### config.mk
export PLATFORM = sky130hd
export DESIGN_NAME = uart_rx
export DESIGN_NICKNAME = d
export VERILOG_FILES = /design/src/rtl/uart_pkg.sv /design/src/rtl/rx_sync.sv /design/src/rtl/uart_rx.sv
export SDC_FILE = /design/constraint.sdc
export NUM_CORES = 1
export LEC_CHECK = 0
export CORE_UTILIZATION = 29
export CTS_CLUSTER_DIAMETER = 150
export DETAILED_ROUTE_END_ITERATION = 16
export PLACE_DENSITY = 0.52
export SLEW_MARGIN = 20
export SYNTH_ARGS = -nofsm -noshare
export SYNTH_HDL_FRONTEND = slang
export SYNTH_HIERARCHICAL = 1
export SYNTH_SLANG_ARGS = --single-unit
export TNS_END_PERCENT = 20
### constraint.sdc
create_clock -name clk -period 2 [get_ports clk]
set_clock_uncertainty 0.15 [all_clocks]
set_input_delay 0.3 -clock clk [delete_from_list [all_inputs] [get_ports clk]]
set_output_delay 0.3 -clock clk [all_outputs]
set_load 0.03 [all_outputs]
### src/rtl/uart_pkg.sv
// uart_pkg: shared UART constants and receiver state encoding.
//    rx_state_t       : receiver FSM states
//    UART_BAUD_CYCLES : clk cycles per bit, shared with the transmitter
//    UART_DATA_BITS   : data bits per frame
package uart_pkg;
   typedef enum logic [1:0] {IDLE, START, DATA, STOP} rx_state_t;
   localparam int UART_BAUD_CYCLES = 44;
   localparam int UART_DATA_BITS = 8;
endpackage

### src/rtl/rx_sync.sv
// rx_sync: 2-flop synchronizer with reset-to-1 and falling-edge detect.
//    clk     : system clock
//    rst     : asynchronous active-high reset
//    async_i : asynchronous input, idles high
//    sync_o  : synchronized level
//    fall_o  : synchronized level went 1 -> 0 this cycle
module rx_sync (
   input  logic clk,
   input  logic rst,
   input  logic async_i,
   output logic sync_o,
   output logic fall_o
);
   logic meta_q, sync_q, prev_q;
   always_ff @(posedge clk or posedge rst)
      if (rst) {meta_q, sync_q, prev_q} <= 3'b111;
      else {meta_q, sync_q, prev_q} <= {async_i, meta_q, sync_q};
   assign sync_o = sync_q;
   assign fall_o = prev_q & ~sync_q;
endmodule

### src/rtl/uart_rx.sv
// uart_rx: 8N1 UART receiver sampling each bit at mid-period.
//    clk     : system clock
//    rst     : asynchronous active-high reset
//    RX      : asynchronous serial line, idles high
//    clr_rdy : consumer acknowledge, clears rdy and ovr_err
//    rx_data : last correctly framed byte
//    rdy     : rx_data valid and not yet consumed
//    frm_err : one-cycle pulse on a low stop bit
//    ovr_err : sticky, a byte completed while rdy was still set
module uart_rx
   import uart_pkg::*;
#(
   parameter int BAUD_CYCLES = UART_BAUD_CYCLES,
   parameter int HALF_CYCLES = BAUD_CYCLES / 2
) (
   input  logic                      clk,
   input  logic                      rst,
   input  logic                      RX,
   input  logic                      clr_rdy,
   output logic [UART_DATA_BITS-1:0] rx_data,
   output logic                      rdy,
   output logic                      frm_err,
   output logic                      ovr_err
);
   localparam int BW = $clog2(BAUD_CYCLES);
   localparam logic [BW-1:0] BAUD_LAST = BW'(BAUD_CYCLES - 1);
   localparam logic [BW-1:0] HALF_LAST = BW'(HALF_CYCLES - 1);
   localparam logic [3:0] BITS_LAST = 4'(UART_DATA_BITS - 1);
   logic rx_s, fall;
   rx_state_t state_q;
   logic [BW-1:0] baud_q;
   logic [3:0] bit_q;
   logic [UART_DATA_BITS-1:0] shift_q, data_q;
   logic rdy_q, frm_q, ovr_q;
   rx_sync u_sync (
      .clk(clk),
      .rst(rst),
      .async_i(RX),
      .sync_o(rx_s),
      .fall_o(fall)
   );
   always_ff @(posedge clk or posedge rst)
      if (rst) begin
         state_q <= IDLE;
         baud_q <= '0;
         bit_q <= '0;
         shift_q <= '0;
         data_q <= '0;
         rdy_q <= 1'b0;
         frm_q <= 1'b0;
         ovr_q <= 1'b0;
      end else begin
         frm_q <= 1'b0;
         if (clr_rdy) begin
            rdy_q <= 1'b0;
            ovr_q <= 1'b0;
         end
         case (state_q)
            IDLE:
               if (fall) begin
                  baud_q <= '0;
                  bit_q <= '0;
                  state_q <= START;
               end
            START:
               if (baud_q == HALF_LAST) begin
                  baud_q <= '0;
                  state_q <= rx_s ? IDLE : DATA;
               end else baud_q <= baud_q + 1'b1;
            DATA:
               if (baud_q == BAUD_LAST) begin
                  baud_q <= '0;
                  shift_q <= {rx_s, shift_q[UART_DATA_BITS-1:1]};
                  bit_q <= bit_q + 1'b1;
                  if (bit_q == BITS_LAST) state_q <= STOP;
               end else baud_q <= baud_q + 1'b1;
            STOP:
               if (baud_q == BAUD_LAST) begin
                  baud_q <= '0;
                  bit_q <= '0;
                  state_q <= IDLE;
                  if (rx_s) begin
                     data_q <= shift_q;
                     rdy_q <= 1'b1;
                     // a same-cycle clr_rdy consumes the old byte, so no overrun
                     if (rdy_q && !clr_rdy) ovr_q <= 1'b1;
                  end else frm_q <= 1'b1;
               end else baud_q <= baud_q + 1'b1;
            default: state_q <= IDLE;
         endcase
      end
   assign rx_data = data_q;
   assign rdy = rdy_q;
   assign frm_err = frm_q;
   assign ovr_err = ovr_q;
endmodule

# Word level (Yosys, flattened, before mapping)
# Index checks and enable logic that the tools add are counted.
[word_totals]
register_bits = 34
latch_bits = 0
ram_bits = 0
romBits = 0
inputBits = 4
output_inout_bits = 11
elab_cells = 62
n_memories = 0
[classes]
add_sub_neg = 2
mul = 0
div = 0
magnitude_cmp = 0
n_eq_ne = 11
shift = 0
mux = 27
bitwise = 2
reduce_logical = 9
[ops]
columns = ["operator", "count"]
rows = [
  ["6-bit 2-to-1 mux", 3],
  ["6-bit one-hot mux with 3 select lines", 1],
  ["1-bit 2-to-1 mux", 12],
  ["2-bit 2-to-1 mux", 6],
  ["4-bit 2-to-1 mux", 3],
  ["4-bit one-hot mux with 3 select lines", 1],
  ["2-bit inequality test, second input constant", 5],
  ["2-bit one-hot mux with 4 select lines", 1],
  ["6-bit by 1-bit adder with 6-bit output, second input constant", 1],
  ["6-bit by 5-bit equality test with 1-bit output, second input constant", 1],
  ["6-bit equality test, second input constant", 1],
  ["5-bit AND reduction", 1],
  ["4-bit by 1-bit adder with 4-bit output, second input constant", 1],
  ["2-bit equality test, second input constant", 2],
  ["4-bit by 3-bit equality test with 1-bit output, second input constant", 1],
  ["4-bit AND reduction", 1],
  ["3-bit AND reduction", 1],
  ["3-bit nonzero test", 1],
  ["2-bit by 1-bit equality test with 1-bit output, second input constant", 1],
  ["2-bit logical NOT", 1],
  ["2-bit AND reduction", 1],
  ["2-bit OR reduction", 1],
  ["1-bit AND", 1],
  ["1-bit logical AND", 1],
  ["other kinds (2)", 2],
]

# Depth between registers and ports, before layout
[logic_depth]
depth_word = 6
ltp_mapped = 6
ltp_nobuf = 6

# By module
# The synthesis kept the hierarchy.
[by_module_without_submodules]
columns = ["module", "instances", "cells_each", "area_each_um2"]
rows = [
  ["uart_rx", 1, 126, 1450.1],
  ["rx_sync", 1, 5, 96.3],
]

# Worst setup path after synthesis
# No wires, ideal clock.
[synth_path]
kind = "register to register"
startpoint = "register baud_q[0]"
endpoint = "register shift_q[0]"
setup_time_ns = 0.125
t_arrival_ns = 1.555
slack_ns = 0.170
stages_incl_launch_ff = 6
path_buffers = 0
synth_period_minus_slack_ns = 1.830
path_cell_list = "dfrtp_1 -> ha_1 -> and4bb_4 -> nand2_4 -> nor3_4 -> mux2_2"
[synth_between]
elab_chain_cells = 2
[synth_lines]
columns = ["item", "line_no", "text"]
rows = [
  ["from (decl)", "uart_rx.sv:31", "logic [BW-1:0] baud_q;"],
  ["from (signal assigned)", "uart_rx.sv:69", "end else baud_q <= baud_q + 1'b1;"],
  ["from (signal assigned)", "uart_rx.sv:76", "end else baud_q <= baud_q + 1'b1;"],
  ["from (signal assigned)", "uart_rx.sv:88", "end else baud_q <= baud_q + 1'b1;"],
  ["6-bit equality test", "uart_rx.sv:71", "if (baud_q == BAUD_LAST) begin"],
  ["2-bit AND reduction (no source line)", "n/a", ""],
  ["to (signal assigned)", "uart_rx.sv:73", "shift_q <= {rx_s, shift_q[UART_DATA_BITS-1:1]};"],
  ["to (decl)", "uart_rx.sv:33", "logic [UART_DATA_BITS-1:0] shift_q, data_q;"],
]
# No other way between the ends.
# A chain may end at the register's enable or synchronous reset.

# Worst setup path in the final report
[layout_path]
startpoint = "register baud_q[1]"
endpoint = "register data_q[7], in the netlist rx_data[7]"
[layout_between]
elab_chain_cells = 2
[layout_lines]
columns = ["item", "line_no", "text"]
rows = [
  ["6-bit equality test", "uart_rx.sv:78", "if (baud_q == BAUD_LAST) begin"],
  ["3-bit AND reduction (no source line)", "n/a", ""],
  ["to (signal assigned)", "uart_rx.sv:83", "data_q <= shift_q;"],
  ["to (decl)", "uart_rx.sv:33", ""],
]
# No other way between the ends.

==> run summary <==
syn nets: 138
Slew @ Worst Pin: 0.373 ns
CP startpoint kind: register
Worst VDD drop: 0.000388 V
critical path arrival: 1.93 ns
Clock transition at path regs: 0.07 ns
DR pass1 iterations: 4
worst path required time: 2.02 ns
vias: 1067
share of layout cells above drive strength 1: 29.4%
DRT iter0 DRCs: 89
asr flop ratio synth: 100%
Post-Synthesis Cells: 131
initial antenna violation count: 0
PortBufs: 14
H-tree levels: 2
placed inst area: 0.00187 sq mm
Rows: 26
Crit Path Class: register to register
via density per instance: 4.58
EDFF count, synth: 0
final hold vios: 0
Final nets: 169
max_slew headroom: 75.1%
CTS tree: built
count leader, synth: dfrtp_1
postcts setup bufs: 0
Die Area: 0.00563 sq mm
Leak: 0.920 nW
number of global-route vias before repair: 1135
Die Wd: 75.0 um
Seq/Total Area, Yosys: 55.3%
drt drc: 0
post-route cell area: 0.00201 sq mm
setup TNS: 0 ns
Yosys top cell area share: 50.2%
Post-CTS Hold Buffers: 0
Final Core Density: 39.3%
gr usage total: 12.9%
Slew Limit Fails: 0
Crit Path Max Fanout: 9
Fin Hold WS: 0.207 ns
ant diodes: 0
leading area contributor after synthesis: dfrtp_1
Worst Setup End Kind: register
core area: 0.00511 sq mm
status: finished clean
Post-synth top flop: dfrtp_1
Avg Inst Size Synth: 11.8 sq um
global-route wire length before repair: 5200 um
Tcrit/Tclk final: 95.6%
synthesis-stage register bit count: 34
clk_lat worst skew: 0.28 ns
Final Power: 1.63 mW
count of final setup violators: 0
Power Dens Cells: 811 mW/mm^2
gp weighted congestion: 0.770
YS warnings: 6
Synth area leaders: dfrtp_1, mux2_2, dfstp_2
I/O pin cnt: 15
Routed Antenna Nets: 0
clk sink count: 34
final WL: 3120 um
largest net degree at the start of global routing: 20
CTS Buf Count: 5
clock tree buffer depth: 2
Max Cap Violations: 0
Synth cell types: 34
post-DP HPWL: 2230 um
Synth-to-Final Area Change: 29.9%
Die Y: 75.0 um
Root Buffer: clkbuf_8
synthesized cell area: 0.00155 sq mm
WL per Instance: 13.4 um
FMAX: 0.523 GHz
remaining global-route overflow: 0
Hold Path Class: input pin to async pin
Initial Util: 30.3%
Tmin final: 1.91 ns
Synth top cells by count: dfrtp_1, mux2_2, nand2_1, inv_1, o21ai_0
==> per-stage QoR <==
stage	cells	setup slack (ns)
6_report	233	0.0878
5_1_grt	233	-0.0103
4_1_cts	233	0.0795
3_5_place_dp	225	0.0880
3_3_place_gp	225	0.118
2_1_floorplan	131	0.170
==> power breakdown <==
part / internal (mW) / switching (mW)
logic: 0.0629 / 0.0812
clock network: 0.499 / 0.256
registers: 0.713 / 0.0160
==> flip-flops by register name, indices dropped and copies added (netlist names), named ones only <==
signal,flops
baud_q,6
bit_q,4
frm_err,1
ovr_err,1
rdy,1
rx_data,8
shift_q,8
state_q,1
u_sync/meta_q,1
u_sync/prev_q,1
u_sync/sync_o,1
==> final timing paths <==
check / cells after the start / slack (ns) / to / from
hold / removal: 3 / 0.21 / baud_q[1] / rst
hold reg to reg: 0 / 0.21 / u_sync/sync_o / u_sync/meta_q
setup / recovery: 5 / 0.09 / rx_data[7] / baud_q[1]
setup reg to reg: 5 / 0.09 / rx_data[7] / baud_q[1]
max in group asynchronous: 3 / 1.27 / rdy / rst
min in group clk: 0 / 0.21 / u_sync/sync_o / u_sync/meta_q
==> layer usage <==
metal	global-route usage [%]	vias to the layer above	share of wire (%)
met3	3.88	5	3.0
met1	15.6	523	47
met4	6.71	0	2.0
met2	20.6	13	48
met5	0	-	0
li1	-	526	-
==> placed cells by master (no fill, tap or decap), types with 2 or more instances in the layout <==
master	n
ha_1	3
mux2_2	16
a31oi_1	4
bufinv_16	2
inv_1	7
nand2_1	16
nor2b_1	4
o21ai_0	7
dfstp_2	3
a21oi_1	2
nand3_1	5
dfrtp_1	31
clkbuf_8	5
clkdlybuf4s50_1	14
nor3_1	3
o211ai_1	5
buf_4	11
nor2_1	3
==> worst max-delay path: stages, from the launching register on <==
cell and delay [ns]:
dfrtp_1 0.41, ha_1 0.23, and4bb_4 0.23, and2_2 0.22
nand2_2 0.19, mux2_2 0.37
==> cell families after synthesis <==
logic type,Yosys count,synth area share [%]
flops,34,55.3
buf+inv,9,2.27
simple gates,42,15.8
compound gates,25,11.4
mux,17,12.3
xor+xnor,1,0.566
fa+ha+maj,3,2.43
==> what timing repair did <==
| item | in CTS | in global routing |
|---|---|---|
| endpoints found under the setup margin | 0 | 3 |
| resized for setup | 0 | 2 |
| hold endpoints to repair | 0 | 0 |
==> layout make-up <==
class	count	area, sq um
fillers	501	3100
flip-flops and latches	34	855
multi-input cells	88	659
repair buffers	26	243
well taps	70	87.6
clock buffers	5	68.8
clock inverters	3	68.8
inverters	7	26.3
No activity file was read; power rests on OpenSTA's default activity.
